[src/rtl/pipeline_hazard_ctrl.sv]
// pipeline_hazard_ctrl: stall/bubble interlock for the T/D/E/M/W pipeline
// Inputs : clk, resetn (async active-low), D source regs/uses, E dest/load/redirect, m_busy
// Outputs: f/t/d/e/m_stall, t/d/e/w_bubble, sticky mem_timeout
// Macro PIPE_HAZARD_PERF_EN adds perf_mem_stall/perf_flush/perf_loaduse cycle counters
module pipeline_hazard_ctrl #(
  parameter int FLUSH_CYCLES = 2,
  parameter int MAX_WAIT     = 1023
) (
  input  logic        clk,
  input  logic        resetn,
  input  logic        d_need_ra,
  input  logic        d_need_rb,
  input  logic [4:0]  d_ra,
  input  logic [4:0]  d_rb,
  input  logic        e_wreg,
  input  logic        e_m2reg,
  input  logic [4:0]  e_rn,
  input  logic        e_redirect,
  input  logic        m_busy,
  output logic        f_stall,
  output logic        t_stall,
  output logic        d_stall,
  output logic        e_stall,
  output logic        m_stall,
  output logic        t_bubble,
  output logic        d_bubble,
  output logic        e_bubble,
  output logic        w_bubble,
`ifdef PIPE_HAZARD_PERF_EN
  output logic [31:0] perf_mem_stall,
  output logic [31:0] perf_flush,
  output logic [31:0] perf_loaduse,
`endif
  output logic        mem_timeout
);
  typedef enum logic {RUN, FLUSH} state_t;
  state_t state, state_nx;
  logic [3:0]  cnt, cnt_nx;
  logic [15:0] wcnt;
  logic load_use, busy_act, redir_act, flush_act, lu_act;
  assign load_use = e_wreg & e_m2reg & (e_rn != 5'd0) &
                    ((d_need_ra & (d_ra == e_rn)) | (d_need_rb & (d_rb == e_rn)));
  // resetn gates every action so outputs read 0 during reset regardless of inputs
  assign busy_act  = resetn & m_busy;
  assign redir_act = resetn & ~m_busy & e_redirect;
  assign flush_act = resetn & ~m_busy & ~e_redirect & (state == FLUSH);
  assign lu_act    = resetn & ~m_busy & ~e_redirect & (state == RUN) & load_use;
  always_comb begin
    state_nx = state;
    cnt_nx   = cnt;
    if (redir_act) begin
      state_nx = (FLUSH_CYCLES == 1) ? RUN : FLUSH;
      cnt_nx   = 4'(FLUSH_CYCLES - 1);
    end else if (flush_act) begin
      state_nx = (cnt == 4'd1) ? RUN : FLUSH;
      cnt_nx   = cnt - 4'd1;
    end
    f_stall  = busy_act | lu_act;
    t_stall  = busy_act | lu_act;
    d_stall  = busy_act | lu_act;
    e_stall  = busy_act;
    m_stall  = busy_act;
    w_bubble = busy_act;
    t_bubble = redir_act | flush_act;
    d_bubble = redir_act;
    e_bubble = lu_act;
  end
  always_ff @(posedge clk or negedge resetn) begin
    if (!resetn) begin
      state       <= RUN;
      cnt         <= 4'd0;
      wcnt        <= 16'd0;
      mem_timeout <= 1'b0;
    end else begin
      state <= state_nx;
      cnt   <= cnt_nx;
      wcnt  <= !m_busy ? 16'd0 : (wcnt == 16'(MAX_WAIT)) ? wcnt : wcnt + 16'd1;
      if (m_busy && wcnt == 16'(MAX_WAIT))
        mem_timeout <= 1'b1;
    end
  end
`ifdef PIPE_HAZARD_PERF_EN
  always_ff @(posedge clk or negedge resetn) begin
    if (!resetn) begin
      perf_mem_stall <= 32'd0;
      perf_flush     <= 32'd0;
      perf_loaduse   <= 32'd0;
    end else begin
      perf_mem_stall <= perf_mem_stall + 32'(busy_act);
      perf_flush     <= perf_flush + 32'(redir_act | flush_act);
      perf_loaduse   <= perf_loaduse + 32'(lu_act);
    end
  end
`endif
endmodule

[config.mk]
export PLATFORM = sky130hd
export DESIGN_NAME = pipeline_hazard_ctrl
export DESIGN_NICKNAME = d
export VERILOG_FILES = /design/src/rtl/pipeline_hazard_ctrl.sv
export SDC_FILE = /design/constraint.sdc
export NUM_CORES = 1
export LEC_CHECK = 0
export BUFFER_PORTS_ARGS = -buffer_cell sky130_fd_sc_hd__buf_2
export CORE_MARGIN = 8
export CORE_UTILIZATION = 53
export DETAILED_ROUTE_END_ITERATION = 10
export PLACE_DENSITY = 0.9
export SETUP_SLACK_MARGIN = 0.3
export SYNTH_ARGS = -nofsm -noshare
export SYNTH_HDL_FRONTEND = slang
export SYNTH_SLANG_ARGS = --single-unit
[constraint.sdc]
create_clock -name clk -period 1.95 [get_ports clk]
set_input_delay 0 -clock clk [delete_from_list [all_inputs] [get_ports clk]]
set_output_delay 0 -clock clk [all_outputs]
set_load 0.05 [all_outputs]
==> impl_results.rst, run 1 <==
.. list-table::
   :header-rows: 1

   * - Metric
     - Value
   * - Outcome
     - finished, final reports clean
   * - Largest net degree at the start of global routing
     - 22
   * - Min Hold Slack
     - roughly 0.066 ns
   * - Count of max-cap constraint violations
     - 0
   * - Starting utilization of the core area
     - 53.52%
   * - Worst reg2reg setup slack
     - 0.24 ns
   * - All-layer global routing usage
     - between 15 and 20%
   * - Total vias in the final route
     - 1,396
   * - Die Y
     - 67.86 um
   * - Number of buffers added by the clock tree synthesis step
     - 3
   * - Iter 0 DRT Violations
     - 86
   * - Number of search-and-repair iterations in the first detailed-routing pass
     - 4
   * - Worst clock skew
     - about 0.0038 ns
   * - Arithmetic-cell share of the synthesized area counting full adders, half adders and majority gates
     - 2.634%
   * - Cell area power density
     - approximately 570 nW/um^2
   * - Worst Hold Path Cells
     - 3
   * - Diodes inserted
     - 0
   * - Critical Path Start Type
     - register
   * - Master cell of the clock root buffer
     - sky130_fd_sc_hd__clkbuf_4
   * - Worst reg2reg path depth
     - 5
   * - Die outline area
     - 4604 um^2
   * - Post-layout nets
     - roughly 220
   * - Syn nets
     - about 180
   * - Largest driver fanout on the critical path
     - 6
   * - Required arrival time at the worst endpoint
     - 2.18 ns
   * - Leading cell type in the layout, fill and taps excluded
     - sky130_fd_sc_hd__buf_2
   * - Met3 global-route usage
     - 6.056%
   * - Remaining antenna violation count
     - 0
   * - Hold Path Sink
     - cnt[0]$_DFFE_PN0P_
   * - Area of the core
     - 2663 um^2
   * - Post-synthesis area per instance
     - 9.077 um^2
   * - Layout cells sized above 1
     - a little under a third
   * - Count of endpoints failing setup in the final report
     - 0
   * - Storage element area
     - 550.5 um^2
   * - Busiest layer in global routing
     - met2
   * - RD Place Congestion
     - 0.8526
   * - Count of cell types in the netlist
     - 39
   * - CTS tree
     - yes
   * - Multi-input logic area
     - 864.6 um^2
   * - Worst setup margin
     - 0.2444 ns
   * - Routed wire length per instance
     - 17.19 um
   * - Filler Cells Inserted
     - 215
   * - HPWL after DPL
     - 2626 um
   * - Share of the cycle needed by the critical path after routing
     - between 80% and 90%
   * - Startpoint of the worst-slack reg-to-reg timing path
     - wcnt[1]$_DFFE_PN0N_
   * - Unrepaired setup endpoints after global routing
     - yes
   * - Global-route wire length before repair
     - ~6200 um
   * - Minimum period implied by the final worst setup slack
     - 1.706 ns
   * - Number of global-route vias before repair
     - 1,437
   * - Cell count after synthesis
     - between 150 and 200
   * - Met1 Track Usage GR
     - 20.08%
   * - Accumulated negative setup slack
     - 0 ns
   * - Final instance area
     - 1774 um^2
   * - Post-synthesis instance area
     - 1425 um^2
   * - Hold Fails Final Rpt
     - 0
   * - Worst R2R End
     - wcnt[15]$_DFFE_PN0N_
   * - Proportion of synthesized flip-flops having asynchronous set or reset
     - 100.0%
   * - Combinational family with the most area after synthesis
     - simple AND/OR/NAND/NOR gates
   * - Hold path startpoint
     - e_redirect
   * - Most frequent cells in the layout
     - 29 x sky130_fd_sc_hd__buf_2, 22 x sky130_fd_sc_hd__dfrtp_1, 17 x sky130_fd_sc_hd__nand2_1, 10 x sky130_fd_sc_hd__a21oi_1
   * - Multiplexer share of the synthesized area
     - 4.214%
   * - Maximum clock insertion buffer count
     - 2
   * - Initial antenna violation count
     - 0
   * - Kind of end point of the critical path
     - register
   * - Number of vias per cell after detailed routing
     - 6.177
   * - Sum of routed wire length over all layers
     - about 4000 um
   * - Remaining max-slew budget at the tightest pin
     - between 30% and 40%
   * - Placement Rows
     - 19
   * - Top FF cell, synth
     - sky130_fd_sc_hd__dfrtp_1
   * - Maximum ir drop on the vdd rail
     - ~0.64 mV
   * - Number of top-level pins
     - 33
   * - Met2 Use GR
     - 29.47%
   * - Leak
     - around 0.8 nW
   * - Pre-CTS setup slack
     - ~0.17 ns
   * - Actual transition at the worst max-transition pin
     - 0.9590 ns
   * - Layout-stage area growth over the synthesis result
     - 24.50%
   * - Worst path arrival time
     - roughly 1.9 ns
   * - Sequential element share of the synthesized area
     - 38.63%
   * - Remaining DRCs
     - 0
   * - H-tree levels
     - 1
   * - Aggregate global routing overflow
     - 0
   * - Synthesized-area fraction occupied by ao, oa, aoi and oai cells
     - 13.70%
   * - Die width
     - ~68 um
   * - Register bit count reported by yosys
     - 22
   * - Post-Synth Simple-Gate Area
     - 28.97%
   * - Final Power
     - ~0.0010 W
   * - Type of the worst min-delay path
     - in2reg
   * - Highest Clock Rate
     - 586.3 MHz
   * - Number of enable flip-flop cells after synthesis
     - 0
   * - Total of buffers placed on input and output ports
     - 32
   * - Clock transition at the registers of the reported paths
     - 0.11 ns
   * - Final count of pins violating max slew
     - 0
   * - Count of yosys warnings during synthesis
     - 0
   * - DP Area
     - 1598 um^2
   * - Kind of critical path
     - reg2reg
   * - Clock latency at the later pin of the worst-skew pair
     - a little over 0.3 ns
   * - Share of the synthesized netlist area taken by xor and xnor gates
     - 7.375%
   * - Clock tree sinks
     - 22
==> how the worst max path moves through the flow <==
| stage | from | endpoint | slack (ns) | cells after the start |
|---|---|---|---|---|
| floorplan | wcnt[0]$_DFFE_PN0N_ | wcnt[15]$_DFFE_PN0N_ | 0.30 | 5 |
| global placement | wcnt[10]$_DFFE_PN0N_ | wcnt[6]$_DFFE_PN0N_ | 0.21 | 4 |
| detailed placement | wcnt[10]$_DFFE_PN0N_ | wcnt[7]$_DFFE_PN0N_ | 0.17 | 4 |
| CTS | wcnt[14]$_DFFE_PN0N_ | wcnt[7]$_DFFE_PN0N_ | 0.30 | 5 |
| global route | wcnt[14]$_DFFE_PN0N_ | wcnt[7]$_DFFE_PN0N_ | 0.17 | 5 |
| finish | wcnt[1]$_DFFE_PN0N_ | wcnt[15]$_DFFE_PN0N_ | 0.24 | 5 |
==> flip-flops by register name (all words and copies together) (netlist names) <==
name and cells:
mem_timeout 1, cnt 4, state 1, wcnt 16
==> layer usage <==
metal / up-vias / share of wire [%]
li1: 655 / -
met1: 667 / 40
met2: 71 / 48
met3: 3 / 11
met4: 0 / 0.77
met5: - / 0
==> cell usage after synthesis, drive strengths merged, types with 2 or more instances <==
library cell / instances / area (um^2)
a31o: 2 / 17.52
xor2: 8 / 70.07
a21oi: 10 / 50.05
nand4bb: 2 / 22.52
nand2: 19 / 71.32
inv: 4 / 15.01
nor4: 8 / 50.05
o21ai: 8 / 40.03
nor2: 6 / 22.52
clkbuf: 4 / 15.01
xnor2: 4 / 35.03
and2: 4 / 25.02
o31ai: 4 / 30.03
mux2i: 6 / 60.06
buf: 4 / 30.03
dfrtp: 22 / 550.5
nand4: 3 / 18.77
ha: 3 / 37.54
or4: 7 / 56.30
nand2b: 7 / 43.79
nand3: 6 / 35.03
nor3: 3 / 26.28
and4: 2 / 17.52
==> where the power goes <==
part           switching, W  internal (W)
clock network      0.000133     0.0000723
logic              0.000157      0.000107
registers         0.0000367      0.000499
==> logic make-up (layout without fill, tap and decap cells) <==
logic type,after synthesis,in the layout
flip-flops,22,22
AND/OR/NAND/NOR,70,70
buffers and inverters,13,51
AO/OA/AOI/OAI,31,31
XOR/XNOR,12,12
multiplexers,6,6
adder cells (fa/ha/maj),3,3
==> through the flow <==
step,std cells,utilization (%)
finish,226,66.64
global route,226,66.64
CTS,224,64.61
detailed placement,214,60.01
global placement,214,60.01
floorplan,157,-
==> area by class of cell <==
cell class,count,area share (%)
Clock buffer,3,1.269
Timing Repair Buffer,43,15.73
Tap cell,31,2.186
Inverter,5,1.058
Sequential cell,22,31.03
Multi-Input combinational cell,122,48.73
==> critical path, stage by stage (launching register included) <==
cell	delay, ns
sky130_fd_sc_hd__dfrtp_1	0.41
sky130_fd_sc_hd__ha_2	0.22
sky130_fd_sc_hd__and2_4	0.16
sky130_fd_sc_hd__a31o_4	0.23
sky130_fd_sc_hd__or4_1	0.46
sky130_fd_sc_hd__a21oi_1	0.15
==> timing repair <==
action	CTS	global route
endpoints found under the setup margin	18	19
buffers inserted	5	2
pin swaps	3	1
hold buffers	2	0
gates cloned	0	0
gates resized for setup	9	9
hold endpoints to repair	22	0
No activity file was read; power rests on OpenSTA's default activity.
==> run 2: changes to the inputs <==
==> constraint.sdc (replaced) <==
create_clock -name clk -period 1.95 [get_ports clk]
set_input_delay 0.0975 -clock clk [delete_from_list [all_inputs] [get_ports clk]]
set_output_delay 0.0975 -clock clk [all_outputs]
set_load 0.05 [all_outputs]
==> run 2 against run 1 <==
Clock skew is 0.0023 ns lower. Total power is 4.2% higher. Non-clock buffer count is 3 higher.
==> impl_results.rst, run 2 (same netlist as run 1, synthesis figures left out) <==
.. list-table::
   :header-rows: 1

   * - Metric
     - Value
   * - Outcome
     - finished, final reports clean
   * - H-tree levels
     - 1
   * - Worst setup margin
     - 0.2506 ns
   * - Count of endpoints failing setup in the final report
     - 0
   * - Iter 0 DRT Violations
     - 122
   * - Maximum clock insertion buffer count
     - 2
   * - Initial antenna violation count
     - 0
   * - Minimum period implied by the final worst setup slack
     - 1.699 ns
   * - Highest Clock Rate
     - between 500 and 600 MHz
   * - Number of vias per cell after detailed routing
     - between 6 and 7
   * - Hold Fails Final Rpt
     - 0
   * - Leading cell type in the layout, fill and taps excluded
     - sky130_fd_sc_hd__buf_2
   * - Die Y
     - approximately 68 um
   * - Accumulated negative setup slack
     - 0 ns
   * - Switching power total
     - roughly 0.00032 W
   * - Number of search-and-repair iterations in the first detailed-routing pass
     - 4
   * - Leak
     - 0.7901 nW
   * - Largest driver fanout on the critical path
     - 10
   * - Clock transition at the registers of the reported paths
     - 0.12 ns
   * - Area of the core
     - 2663 um^2
   * - Unrepaired setup endpoints after global routing
     - yes
   * - Worst path arrival time
     - 1.89 ns
   * - Clock tree sinks
     - 22
   * - Global-route wire length before repair
     - 6085 um
   * - Internal power consumption
     - 0.0007236 W
   * - Share of the cycle needed by the critical path after routing
     - between 80% and 90%
   * - Flip-flop count of the largest register, all copies and words added
     - 16
   * - Kind of critical path
     - reg2reg
   * - Biggest regs
     - wcnt x16, cnt x4
   * - Placement Rows
     - 19
   * - Worst clock skew
     - approximately 0.0015 ns
   * - Register name with the most flops
     - wcnt
   * - Sum of routed wire length over all layers
     - roughly 3800 um
   * - Number of global-route vias before repair
     - 1,386
   * - Clock latency at the later pin of the worst-skew pair
     - between 0.3 and 0.4 ns
   * - Post-layout nets
     - 226
   * - Die outline area
     - 4604 um^2
   * - Number of top-level pins
     - 33
   * - Largest net degree at the start of global routing
     - 21
   * - Actual transition at the worst max-transition pin
     - 0.6599 ns
   * - Master cell of the clock root buffer
     - sky130_fd_sc_hd__clkbuf_4
   * - Pre-CTS setup slack
     - around 0.15 ns
   * - Remaining DRCs
     - 0
   * - Type of the worst min-delay path
     - in2reg
   * - Total of buffers placed on input and output ports
     - 32
   * - Routed wire length per instance
     - ~16 um
   * - Share of power burned in combinational logic
     - around a quarter
   * - Relative contribution of sequential cells to total power
     - 51.0%
   * - Most frequent cells in the layout
     - 29 x sky130_fd_sc_hd__buf_2, 20 x sky130_fd_sc_hd__dfrtp_1, 17 x sky130_fd_sc_hd__nand2_1, 10 x sky130_fd_sc_hd__a21oi_1, 10 x sky130_fd_sc_hd__buf_4
   * - Remaining max-slew budget at the tightest pin
     - 55.86%
   * - Aggregate global routing overflow
     - 0
   * - Die width
     - a little under 70 um
   * - All-layer global routing usage
     - 17.07%
   * - Final count of pins violating max slew
     - 0
   * - Count of max-cap constraint violations
     - 0
   * - RD Place Congestion
     - 0.8603
   * - Number of buffers added by the clock tree synthesis step
     - 3
   * - HPWL after DPL
     - 2528 um
   * - Total vias in the final route
     - roughly 1,400
   * - Kind of end point of the critical path
     - register
   * - Starting utilization of the core area
     - between 50% and 60%
   * - Maximum ir drop on the vdd rail
     - 0.6074 mV
   * - Remaining antenna violation count
     - 0
   * - Required arrival time at the worst endpoint
     - 2.15 ns
   * - Diodes inserted
     - 0
   * - CTS tree
     - yes
   * - Cell area power density
     - 572.7 nW/um^2
   * - Filler Cells Inserted
     - 204
   * - Layout cells sized above 1
     - 32.66%
   * - Critical Path Start Type
     - register
   * - Clk network pwr share
     - around a quarter
   * - Switching portion of total power
     - 30.93%
   * - Layout-stage area growth over the synthesis result
     - 28.36%
## run 2: area by class of cell
| class | count | area, um^2 | area share [%] |
|---|---|---|---|
| Sequential cell | 22 | 553.0 | 30.23 |
| Timing Repair Buffer | 46 | 317.8 | 17.37 |
| Inverter | 5 | 18.77 | 1.026 |
| Clock buffer | 4 | 36.28 | 1.984 |
| Tap cell | 31 | 38.79 | 2.120 |
| Multi-Input combinational cell | 122 | 864.6 | 47.26 |
## run 2: worst paths after layout
check | from | endpoint | slack, ns | depth (start not counted)
max | wcnt[14]$_DFFE_PN0N_ | wcnt[7]$_DFFE_PN0N_ | 0.25 | 5
min | e_redirect | cnt[0]$_DFFE_PN0P_ | 0.15 | 3
max reg2reg | wcnt[14]$_DFFE_PN0N_ | wcnt[7]$_DFFE_PN0N_ | 0.25 | 5
min reg2reg | mem_timeout$_DFFE_PN0P_ | mem_timeout$_DFFE_PN0P_ | 0.50 | 1
max in group asynchronous | resetn | wcnt[4]$_DFFE_PN0N_ | 0.99 | 3
min in group asynchronous | resetn | wcnt[8]$_DFFE_PN0N_ | 0.31 | 2
## run 2: routing by layer
metal / share of wire (%) / global-route usage (%) / up-vias
li1: - / - / 658
met5: 0 / 0 / -
met3: 6.9 / 3.601 / 10
met2: 47 / 27.69 / 75
met4: 3.0 / 9.974 / 0
met1: 43 / 20.53 / 665
## run 2: power by group through the flow
stage | clock network (W) | registers (W) | logic (W)
after CTS | 0.000262 | 0.000534 | 0.000257
after detailed placement | 0 | 0.000543 | 0.000239
after global routing | 0.000281 | 0.000540 | 0.000295
after global placement | 0 | 0.000542 | 0.000235
final | 0.000257 | 0.000534 | 0.000256
after floorplan | 0 | 0.000534 | 0.000169
## run 2: what timing repair did
| action | in CTS | in global routing |
|---|---|---|
| gates cloned | 0 | 0 |
| pin swaps | 3 | 5 |
| setup endpoints to repair | 18 | 19 |
| hold buffers | 2 | 0 |
| setup buffers | 7 | 1 |
| hold endpoints to repair | 22 | 0 |
| resized for setup | 11 | 10 |
## run 2: worst max-delay path: stages (launching register included)
cell	delay [ns]
sky130_fd_sc_hd__dfrtp_1	0.44
sky130_fd_sc_hd__or4_4	0.57
sky130_fd_sc_hd__nor3_4	0.18
sky130_fd_sc_hd__buf_12	0.15
sky130_fd_sc_hd__o311ai_0	0.13
sky130_fd_sc_hd__o41ai_1	0.11
## run 2: per-stage QoR
| stage | hold slack (ns) | area (um^2) | instances | total power, W | util, % |
|---|---|---|---|---|---|
| final | 0.1473 | 1829 | 230 | 0.001048 | 68.70 |
| after CTS | 0.1510 | 1789 | 229 | 0.001053 | 67.20 |
| after detailed placement | -0.009228 | 1633 | 216 | 0.0007825 | 61.33 |
| after global placement | -0.01219 | 1633 | 216 | 0.0007770 | 61.33 |
| after global routing | 0.1447 | 1829 | 230 | 0.001116 | 68.70 |
| after floorplan | -0.1981 | 1436 | 157 | 0.0007036 | - |
